===== src/rtl/sd_pkg.sv =====
// Shared SD link definitions: frame geometry, CRC7 polynomial, fixed frame bits
// and the command-path FSM encoding used by both transmit and receive sides.
package sd_pkg;

  localparam int FRAME_WIDTH = 48;
  localparam int CRC_WIDTH   = 7;

  localparam logic [CRC_WIDTH-1:0] CRC7_POLY = 7'h09;

  localparam logic START_BIT   = 1'b0;
  localparam logic TX_BIT_HOST = 1'b1;
  localparam logic END_BIT     = 1'b1;

  typedef enum logic [2:0] {
    IDLE = 3'd0,
    BODY = 3'd1,
    CRC  = 3'd2,
    ENDB = 3'd3,
    DONE = 3'd4
  } sdState_t;

  // One serial step of x^7+x^3+1, MSB-first.
  function automatic logic [CRC_WIDTH-1:0] crc7Next(input logic [CRC_WIDTH-1:0] crc,
                                                    input logic dataBit);
    logic feedback;
    feedback = dataBit ^ crc[CRC_WIDTH-1];
    return {crc[CRC_WIDTH-2:0], 1'b0} ^ (feedback ? CRC7_POLY : '0);
  endfunction

endpackage


===== src/rtl/crc7_serial.sv =====
// Bit-serial CRC7 accumulator. Clear restarts from zero; when clear and advance
// coincide the presented bit is folded into the fresh remainder.
module crc7_serial
  import sd_pkg::*;
(
  input  logic                 iClock_SD,
  input  logic                 iReset,
  input  logic                 iClear,
  input  logic                 iAdvance,
  input  logic                 iData,
  output logic [CRC_WIDTH-1:0] oCrc
);

  always_ff @(posedge iClock_SD or negedge iReset) begin
    if (!iReset) begin
      oCrc <= '0;
    end else if (iClear) begin
      oCrc <= iAdvance ? crc7Next('0, iData) : '0;
    end else if (iAdvance) begin
      oCrc <= crc7Next(oCrc, iData);
    end
  end

endmodule


===== src/rtl/sd_cmd_serializer.sv =====
// SD CMD-line framer: builds start/tx/index/argument/CRC7/end, shifts MSB-first,
// one bit per enabled clock; iEnable low freezes everything.
module sd_cmd_serializer
  import sd_pkg::*;
(
  input  logic                   iClock_SD,
  input  logic                   iReset,
  input  logic                   iEnable,
  input  logic                   iStart,
  input  logic [5:0]             iIndex,
  input  logic [31:0]            iArgument,
  output logic                   oSerial,
  output logic                   oOutputEnable,
  output logic                   oBusy,
  output logic                   oComplete,
  output logic [FRAME_WIDTH-1:0] oFrame
);

  sdState_t               state;
  logic [5:0]             bitCount;     // frame bit index currently on the line
  logic [38:0]            bodyShift;    // bits 46..8 still to be launched
  logic [FRAME_WIDTH-1:0] txAccum;      // everything launched so far
  logic [CRC_WIDTH-1:0]   crc;
  logic                   crcClear;
  logic                   crcAdvance;
  logic                   crcData;
  logic                   acceptNow;
  logic                   nextBit;
  logic [2:0]             crcIdx;

  // DONE with its pulse already shown counts as the return to IDLE, so a held
  // iStart is taken on that same edge and frames repeat every 49 cycles.
  assign acceptNow = iEnable && iStart &&
                     ((state == IDLE) || ((state == DONE) && oComplete));

  assign crcIdx = bitCount[2:0] - 3'd2;

  always_comb begin
    nextBit = END_BIT;
    case (state)
      BODY:    nextBit = (bitCount == 6'd8) ? crc[CRC_WIDTH-1] : bodyShift[38];
      CRC:     nextBit = (bitCount == 6'd1) ? END_BIT : crc[crcIdx];
      default: nextBit = END_BIT;
    endcase
  end

  always_comb begin
    crcClear   = 1'b0;
    crcAdvance = 1'b0;
    crcData    = START_BIT;
    if (acceptNow) begin
      crcClear   = 1'b1;
      crcAdvance = 1'b1;
    end else if (iEnable && (state == BODY) && (bitCount != 6'd8)) begin
      crcAdvance = 1'b1;
      crcData    = bodyShift[38];
    end
  end

  crc7_serial uCrc (
    .iClock_SD (iClock_SD),
    .iReset    (iReset),
    .iClear    (crcClear),
    .iAdvance  (crcAdvance),
    .iData     (crcData),
    .oCrc      (crc)
  );

  always_ff @(posedge iClock_SD or negedge iReset) begin
    if (!iReset) begin
      state         <= IDLE;
      bitCount      <= '0;
      bodyShift     <= '0;
      txAccum       <= '0;
      oSerial       <= 1'b1;
      oOutputEnable <= 1'b0;
      oBusy         <= 1'b0;
      oComplete     <= 1'b0;
      oFrame        <= '0;
    end else if (!iEnable) begin
      oComplete <= 1'b0;
    end else if (acceptNow) begin
      state         <= BODY;
      bitCount      <= 6'd47;
      bodyShift     <= {TX_BIT_HOST, iIndex, iArgument};
      txAccum       <= {{(FRAME_WIDTH-1){1'b0}}, START_BIT};
      oSerial       <= START_BIT;
      oOutputEnable <= 1'b1;
      oBusy         <= 1'b1;
      oComplete     <= 1'b0;
    end else begin
      case (state)
        BODY, CRC: begin
          oSerial  <= nextBit;
          txAccum  <= {txAccum[FRAME_WIDTH-2:0], nextBit};
          bitCount <= bitCount - 6'd1;
          if (state == BODY) begin
            bodyShift <= {bodyShift[37:0], 1'b0};
            if (bitCount == 6'd8) state <= CRC;
          end else if (bitCount == 6'd1) begin
            state <= ENDB;
          end
        end
        ENDB: begin
          state         <= DONE;
          oSerial       <= 1'b1;
          oOutputEnable <= 1'b0;
          oComplete     <= 1'b1;
          oFrame        <= txAccum;
        end
        DONE: begin
          // A freeze in DONE swallowed the pulse; show it again before leaving.
          if (!oComplete) begin
            oComplete <= 1'b1;
          end else begin
            state     <= IDLE;
            oBusy     <= 1'b0;
            oComplete <= 1'b0;
          end
        end
        default: ;
      endcase
    end
  end

endmodule


===== config.mk =====
export PLATFORM = sky130hd
export DESIGN_NAME = sd_cmd_serializer
export DESIGN_NICKNAME = d
export VERILOG_FILES = /design/src/rtl/sd_pkg.sv /design/src/rtl/crc7_serial.sv /design/src/rtl/sd_cmd_serializer.sv
export SDC_FILE = /design/constraint.sdc
export NUM_CORES = 1
export LEC_CHECK = 0
export ABC_AREA = 1
export BUFFER_PORTS_ARGS = -buffer_cell sky130_fd_sc_hd__buf_2
export CORE_AREA = 2 2 178 110
export DETAILED_ROUTE_END_ITERATION = 10
export DIE_AREA = 0 0 180 112
export PLACE_DENSITY = 0.58
export REMOVE_ABC_BUFFERS = 1
export SLEW_MARGIN = 20
export SYNTH_ARGS = -nofsm -noshare
export SYNTH_HDL_FRONTEND = slang
export SYNTH_SLANG_ARGS = --single-unit

===== constraint.sdc =====
create_clock -name iClock_SD -period 3.4 [get_ports iClock_SD]
set_input_delay 0 -clock iClock_SD [delete_from_list [all_inputs] [get_ports iClock_SD]]
set_output_delay 0 -clock iClock_SD [all_outputs]
set_load 0.01 [all_outputs]

==> run summary, run 1 <==
Chip Width = 180 um
YS warnings = 0
number of remaining DRC errors = 0
CTS clk-pin slew, worst paths = 70 ps
power share of the clock group = 25.8%
post-route setup TNS = 0 ps
top cell type's share of synthesized area = 59.92%
Root Buffer = clkbuf_16
Reg power frac = 40.8%
outcome = finished, final reports clean
leakage power = 3.933 nW
drt wl/cell = 13.50 um
via count = 4,929
synthesis-stage register bit count = 155
IO buf count = 93
internal power = 0.004751 W
RSZ-0062 raised after global routing = false
antenna cells = 0
largest area contributor in the netlist = dfrtp_1
post-synthesis cell count = 686
First-pass DRT Iterations = 4
final cell count without fillers = 1,065
Seq/Total Area, Yosys = 60.33%
Power Density = 930.2 mW/mm2
Sink Count = 155
setup bufs post-CTS = 0
# H-tree levels = 4
CTS tree = built
Final Cycle Share = 62.91%
die area = 0.02016 mm2
Worst Tran Pin Value = 753.6 ps
Synth Flop Type = dfrtp_1
endpoints failing hold = 0
Tmin final = 2139 ps
CP Data Required Time = 3670 ps
Rows = 39
gr usage total = 14.91%
DIE HEIGHT = 112 um
Hold Crit Class = in2async
max cap viols = 0
setup ws final = 1261 ps
switching power = 0.002766 W
Layout area overhead = 25.66%
Worst setup SP type = flop
Setup CP Type = reg2reg
synth top area cells = dfrtp_1 60%, o21ai_0 9.3%, nand2_1 5.8%
total routed wirelength = 14,380 um
# setup viols final = 0
fin. max-slew vios = 0
Worst VDD drop = 0.3140 mV
gr ovfl total = 0
initial antenna violation count = 0
IO Pins = 94
maximum clock rate = 467.5 MHz
Core ar. = 0.01859 mm2
Net Sw Frac = 36.79%
initial core utilization = 34.59%
Post-synth EDFFs = 0
count leader, synth = dfrtp_1
hold buffers post-CTS = 40
ys async rst share = 100.0%
initial detailed-routing violation count = 377
Max clock buf depth = 2
Setup Skew = 5.114 ps
Final ANT Viol Nets = 0
detailed placement HPWL = 9181 um
crit path DAT = 2410 ps
Crit. End Element = flop
Avg Vias per Cell = 4.628
Final #Nets = 852
worst skew pair latency = 420 ps
pre-CTS WS = 1259 ps
vias in the first global route = 4,676
Post-CTS Resized = 0
Placer Congestion = 0.7483
CP Max Fanout = 23
hold_ws = 126.3 ps
Power Total = 0.007517 W
Syn Area/Cell = 9.375 um2
first-pass GRT wire length = 24,200 um
DP Cell Count = 993
logic gate share of total power = 33.4%
slew margin rel. = 49.70%
Synth top cells by count = 154 x dfrtp_1, 120 x o21ai_0, 100 x nand2_1
library cells used by synthesis = 28
share of layout cells above drive strength 1 = 17.95%
number of CTS-inserted buffers = 17
largest net degree at the start of global routing = 84
Syn Std Cell Area = 0.006431 mm2
## cells by family after synthesis
family | count (synthesis) | synth area share [%]
AO/OA/AOI/OAI | 207 | 17.35
AND/OR/NAND/NOR | 178 | 12.10
flip-flops | 155 | 60.33
buffers and inverters | 141 | 9.300
adder cells (fa/ha/maj) | 4 | 0.7782
XOR/XNOR | 1 | 0.1362
## worst paths after layout
| check | from | end | slack, ps | depth (start not counted) |
|---|---|---|---|---|
| worst max-delay path | state[2] | bodyShift[3] | 1260 | 7 |
| worst min-delay path | iReset | oFrame[47] | 130 | 2 |
| worst max register to register | state[2] | bodyShift[3] | 1260 | 7 |
| worst min register to register | oFrame[22] | oFrame[22] | 480 | 2 |
| max in group asynchronous | iReset | txAccum[7] | 2390 | 3 |
| min in group iClock_SD | iStart | bitCount[3] | 200 | 5 |
## worst max-delay path, stage by stage, from the launching register on
cell,delay [ps]
dfrtp_1,420
inv_1,110
nand3_2,140
nor2_2,280
buf_4,270
inv_2,50
nand2_1,530
o21ai_0,180
## sequential cells by signal, indices dropped and copies added (netlist names), 3 cells and up
register and count:
oFrame 48, bitCount 6, state 3, bodyShift 39, uCrc.oCrc 7, txAccum 48
## power groups by stage
stage / clock (W) / combinational [W] / sequential, W
floorplan: 0 / 0.00149 / 0.00317
global placement: 0 / 0.00245 / 0.00308
detailed placement: 0 / 0.00249 / 0.00310
CTS: 0.00200 / 0.00254 / 0.00307
global route: 0.00207 / 0.00288 / 0.00317
finish: 0.00194 / 0.00251 / 0.00307
## through the flow
stage               cell area, um2  util [%]
floorplan                     6212         -
global placement              7077     38.06
detailed placement            7077     38.06
CTS                           8082     43.47
global route                  8082     43.47
finish                        8082     43.47
## per-layer routing
| layer | GRT usage (%) | share of wire, % |
|---|---|---|
| met5 | 0 | 0 |
| met4 | 4.878 | 1.2 |
| met3 | 3.795 | 3.7 |
| met2 | 19.85 | 39 |
| met1 | 23.29 | 56 |
## placed cells by master (no fill, tap or decap), types with 4 or more instances in the layout
cell	n
a21oi_1	18
buf_2	92
buf_4	6
clkbuf_16	17
dfrtp_1	154
dlygate4sd3_1	40
ha_1	4
inv_1	94
inv_2	6
nand2_1	100
nand3_1	38
nand4_1	5
nor2_1	25
o21ai_0	120
o21ai_1	14
o22ai_1	52
## cell type report
class	count	area, um2
tap	246	307.8
clock inverter	11	133.9
clock buffer	21	470.5
timing repair buffer	141	957.2
sequential	155	3880
inverter	101	379.1
multi-input combinational	390	1953
fill	1837	10510
Note: power is estimated with default switching activity, not from simulation.
==> inputs of run 2 (changes only) <==
--- a/config.mk
+++ b/config.mk
@@ -5,7 +5,7 @@
 export SDC_FILE = /design/constraint.sdc
 export NUM_CORES = 1
 export LEC_CHECK = 0
-export ABC_AREA = 1
+export ABC_AREA = 0
 export BUFFER_PORTS_ARGS = -buffer_cell sky130_fd_sc_hd__buf_2
 export CORE_AREA = 2 2 178 110
 export DETAILED_ROUTE_END_ITERATION = 10
==> constraint.sdc (replaced) <==
create_clock -name iClock_SD -period 2.21 [get_ports iClock_SD]
set_input_delay 0 -clock iClock_SD [delete_from_list [all_inputs] [get_ports iClock_SD]]
set_output_delay 0 -clock iClock_SD [all_outputs]
set_load 0.01 [all_outputs]
==> run summary, run 2 <==
outcome = finished, final reports clean
# setup viols final = 0
Worst VDD drop = 0.5300 mV
share of layout cells above drive strength 1 = 23.25%
Placer Congestion = 0.8521
Worst R2R Start = state[0]
commonest non-fill, non-tap cell in the layout = dfrtp_1
worst skew pair latency = 410 ps
Post-CTS Resized = 0
gr usage total = 14.38%
Setup CP Type = reg2reg
YS warnings = 0
max cap viols = 0
via count = 4,472
RSZ-0062 raised after global routing = false
most frequent cells in the layout = 154 x dfrtp_1, 92 x buf_2, 59 x nand2_1, 49 x mux2_1, 48 x a22o_1
vias in the first global route = 4,555
Tmin final = 2009 ps
Rows = 39
r2r worst-path depth = 4
r2r endpoint = state[0]
Setup crit start = state[0]
pre-CTS WS = 233.3 ps
synth top area cells = dfrtp_1 60%, mux2_1 8.6%, a22o_1 6.6%
setup ws final = 201.0 ps
antenna cells = 0
crit path DAT = 2300 ps
worst hold stages = 4
gr ovfl total = 0
Setup Skew = 9.649 ps
# H-tree levels = 4
IO Pins = 94
critical path's top delay family = compound AO/OA/AOI/OAI gates
drt wl/cell = 15.26 um
Worst Path Buf+Inv = 0
CTS tree = built
Worst setup SP type = flop
top flop regs = oFrame: 48 flops, txAccum: 48 flops, bodyShift: 39 flops
CTS clk-pin slew, worst paths = 70 ps
Synth Flop Type = dfrtp_1
Worst Tran Pin Value = 609.7 ps
worst hold start = iStart
Chip Width = 180 um
DIE HEIGHT = 112 um
number of remaining DRC errors = 0
Crit. End Element = flop
CP Max Fanout = 15
Max clock buf depth = 2
largest area contributor in the netlist = dfrtp_1
CP Data Required Time = 2500 ps
total routed wirelength = 13,800 um
largest net degree at the start of global routing = 64
IO buf count = 93
slew margin rel. = 59.35%
Avg Vias per Cell = 4.947
Seq/Total Area, Yosys = 60.63%
die area = 0.02016 mm2
post-synthesis cell count = 510
top cell type's share of synthesized area = 60.22%
Slowest-stage cell, CP = dfrtp_1
count leader, synth = dfrtp_1
initial detailed-routing violation count = 268
hold path endpoint = oSerial
crit path cell chain = or3b_1, a221o_1, a221oi_4, mux2_1
Layout area overhead = 29.21%
Final Cycle Share = 90.90%
Final #Nets = 691
Post-synth EDFFs = 0
library cells used by synthesis = 48
Power Total = 0.009297 W
footprint of the multi-input gates = 0.002356 mm2
ys async rst share = 100.0%
endpoints failing hold = 0
Final ANT Viol Nets = 0
detailed placement HPWL = 9067 um
register area = 0.003880 mm2
Power Density = 1124 mW/mm2
Synth top cells by count = 154 x dfrtp_1, 59 x nand2_1, 49 x mux2_1
CP peak stage delay = 520 ps
fin. max-slew vios = 0
initial antenna violation count = 0
setup bufs post-CTS = 0
number of CTS-inserted buffers = 17
maximum clock rate = 497.8 MHz
first-pass GRT wire length = 23,280 um
Syn Std Cell Area = 0.006400 mm2
synthesis-stage register bit count = 155
First-pass DRT Iterations = 5
R2R setup slack = 200 ps
fill count = 1,666
Hold Crit Class = in2reg
Sink Count = 155
Syn Area/Cell = 12.55 um2
initial core utilization = 34.42%
Core ar. = 0.01859 mm2
Root Buffer = clkbuf_16
leakage power = 4.051 nW
==> run 2: changes by cell type in the layout (fill, tap and decap cells not counted), moves of 4 or more <==
cell     before  now
buf_12        2    9
nor2_1       25   11
mux2_1        0   49
nand2_1     100   59
inv_1        94    5
a21oi_1      18    6
mux2i_1       0   39
o21ai_1      14   45
nand3_1      38    9
o21ai_0     120    3
inv_2         6    2
o22ai_1      52    0
a22o_1        0   48
==> run 2: area by class of cell <==
class,instances,share of cell area (%)
sequential,155,46.92
inverter,7,0.3177
clock inverter,14,1.876
clock buffer,18,5.311
tap,246,3.722
timing repair buffer,149,13.36
multi-input combinational,315,28.49
==> run 2: cell families after synthesis <==
kind of cell	synth area share [%]
AOI/OAI and AO/OA	13.22
and+or+nand+nor	6.784
xor gates and xnor gates	0.5475
buffers and inverters	2.796
DFF	60.63
muxes	15.25
adders and majority gates	0.7820
==> run 2: worst min-delay path, delay by kind of cell <==
| family | cells | cell delay [ps] |
|---|---|---|
| AO/OA/AOI/OAI | 3 | 300 |
| buffers and inverters | 1 | 130 |
==> run 2: where the power goes <==
group,switching [W],total (W),internal (W)
registers,0.000510,0.00401,0.00350
logic,0.00129,0.00240,0.00110
clock network,0.00125,0.00289,0.00163
==> run 2: worst max-delay path by stage <==
stage,endpoint,slack [ps],depth (start not counted)
after global placement,state[0],260,4
after detailed placement,state[0],230,4
after global routing,state[0],130,4
after floorplan,uCrc.oCrc[0],-1940,5
final,state[0],200,4
after CTS,state[0],220,4
==> run 2: metal layers <==
metal | part of all wire, % | track usage (%) | up-vias
met5 | 0 | 0 | -
met4 | 0.55 | 4.499 | 0
met3 | 5.4 | 3.337 | 9
met2 | 45 | 22.27 | 119
met1 | 49 | 20.13 | 2233
li1 | - | - | 2111
==> run 2: repair_timing <==
action,4_1_cts,5_1_grt
hold buffers,40,0
endpoints found under the setup margin,0,0
endpoints found under the hold margin,100,0
==> run 2: metrics by stage <==
step | hold WS (ps) | utilization, % | std cells | setup TNS, ps | cell area (um2)
5_1_grt | 79.74 | 44.48 | 904 | 0 | 8269
4_1_cts | 19.32 | 44.48 | 904 | 0 | 8269
6_report | 27.40 | 44.48 | 904 | 0 | 8269
2_1_floorplan | -295.6 | - | 477 | -139330 | 6247
3_3_place_gp | 12.96 | 39.13 | 832 | 0 | 7274
3_5_place_dp | 23.08 | 39.13 | 832 | 0 | 7274
==> inputs of run 3 (changes only) <==
--- a/config.mk
+++ b/config.mk
@@ -7,11 +7,11 @@
 export LEC_CHECK = 0
 export ABC_AREA = 0
 export BUFFER_PORTS_ARGS = -buffer_cell sky130_fd_sc_hd__buf_2
+export CAP_MARGIN = 20
 export CORE_AREA = 2 2 178 110
 export DETAILED_ROUTE_END_ITERATION = 10
 export DIE_AREA = 0 0 180 112
 export PLACE_DENSITY = 0.58
-export REMOVE_ABC_BUFFERS = 1
 export SLEW_MARGIN = 20
 export SYNTH_ARGS = -nofsm -noshare
 export SYNTH_HDL_FRONTEND = slang
==> run summary, run 3 (synthesis results as in run 2) <==
Net Sw Frac = 32.42%
R2R setup slack = 200 ps
CP peak stage delay = 520 ps
number of CTS-inserted buffers = 17
r2r worst-path depth = 4
share of layout cells above drive strength 1 = 23.02%
slew margin rel. = 66.60%
fin. max-slew vios = 0
RSZ-0062 raised after global routing = false
DIE HEIGHT = 112 um
syn nets = 556
total routed wirelength = 13,620 um
power share of the clock group = 31.7%
commonest non-fill, non-tap cell in the layout = dfrtp_1
# H-tree levels = 4
Post-CTS Resized = 0
max cap viols = 0
post-route setup TNS = 0 ps
CP Data Required Time = 2510 ps
gr ovfl total = 0
setup ws final = 202.8 ps
worst skew pair latency = 420 ps
IO buf count = 93
Power Density = 1144 mW/mm2
CP Max Fanout = 11
Final Cycle Share = 90.82%
Rows = 39
Worst setup SP type = flop
Core ar. = 0.01859 mm2
die area = 0.02016 mm2
gr usage total = 14.49%
CTS clk-pin slew, worst paths = 60 ps
Worst VDD drop = 0.5416 mV
crit path cell chain = or3b_1, a221o_1, a221oi_4, mux2_1
internal power = 0.006348 W
Slowest-stage cell, CP = dfrtp_1
switching power = 0.003046 W
maximum clock rate = 498.2 MHz
r2r endpoint = state[0]
largest net degree at the start of global routing = 70
Root Buffer = clkbuf_16
IO Pins = 94
pre-CTS WS = 249.5 ps
Setup crit start = oComplete
Final ANT Viol Nets = 0
initial detailed-routing violation count = 323
leakage power = 4.021 nW
Avg Vias per Cell = 4.875
DP Cell Count = 830
Crit. End Element = flop
Worst R2R Start = oComplete
Worst Tran Pin Value = 488.4 ps
Final #Nets = 689
Power Total = 0.009394 W
first-pass GRT wire length = 23,400 um
initial core utilization = 34.42%
Sink Count = 155
Tmin final = 2007 ps
CTS tree = built
Reg power frac = 42.4%
via count = 4,397
number of remaining DRC errors = 0
most frequent cells in the layout = 154 x dfrtp_1, 92 x buf_2, 59 x nand2_1, 49 x mux2_1, 48 x a22o_1
Layout area overhead = 28.35%
Hold Crit Class = in2async
First-pass DRT Iterations = 6
Max clock buf depth = 2
initial antenna violation count = 0
detailed placement HPWL = 8693 um
logic gate share of total power = 25.8%
Placer Congestion = 0.8868
drt wl/cell = 15.09 um
Chip Width = 180 um
vias in the first global route = 4,462
Final Util = 44.18%
top flop regs = oFrame: 48 flops, txAccum: 48 flops, bodyShift: 39 flops
outcome = finished, final reports clean
antenna cells = 0
Setup CP Type = reg2reg
crit path DAT = 2310 ps
final cell count without fillers = 902
Setup Skew = 10.50 ps
# setup viols final = 0
endpoints failing hold = 0
[run 3: cell type report]
type	count	area, um2
clock buffer	19	452.9
clock inverter	13	151.4
fill	1723	10380
inverter	7	26.28
multi-input combinational	315	2356
sequential	155	3880
tap	246	307.8
timing repair buffer	147	1040
[run 3: worst max-delay path by stage]
stage / to / slack [ps] / cells after the start
floorplan: state[0] / 330 / 5
global placement: state[0] / 350 / 4
detailed placement: state[0] / 250 / 4
CTS: state[0] / 220 / 4
global route: state[0] / 100 / 4
finish: state[0] / 200 / 4
[run 3: metrics by stage]
step | hold slack, ps | cell area, um2
after floorplan | -295.6 | 6400
after global placement | -27.80 | 7209
after detailed placement | -19.33 | 7209
after CTS | 70.69 | 8214
after global routing | 112.4 | 8214
final | 86.02 | 8214
[run 3: metal layers]
metal | GRT usage [%] | vias up | part of all wire, % | routed length, um
li1 | - | 2102 | - | -
met1 | 20.23 | 2186 | 50 | 6796
met2 | 21.61 | 92 | 44 | 6048
met3 | 4.187 | 17 | 4.1 | 564
met4 | 5.095 | 0 | 1.5 | 205
met5 | 0 | - | 0 | 0
[run 3: power groups by stage]
stage	Combinational [W]	Clock, W	Sequential [W]
floorplan	0.00170	0	0.00392
global placement	0.00230	0	0.00399
detailed placement	0.00238	0	0.00403
CTS	0.00245	0.00308	0.00398
global route	0.00271	0.00322	0.00408
finish	0.00243	0.00298	0.00398
[run 3: what timing repair did]
item,CTS,global route
hold buffers,40,0
buffers inserted,0,0
hold endpoints to repair,98,0
[run 3: worst max-delay path, delay by kind of cell (launching register included)]
kind,cells,cell delay (ps)
mux,1,350
compound gates,2,620
flops,1,520
simple gates,1,400
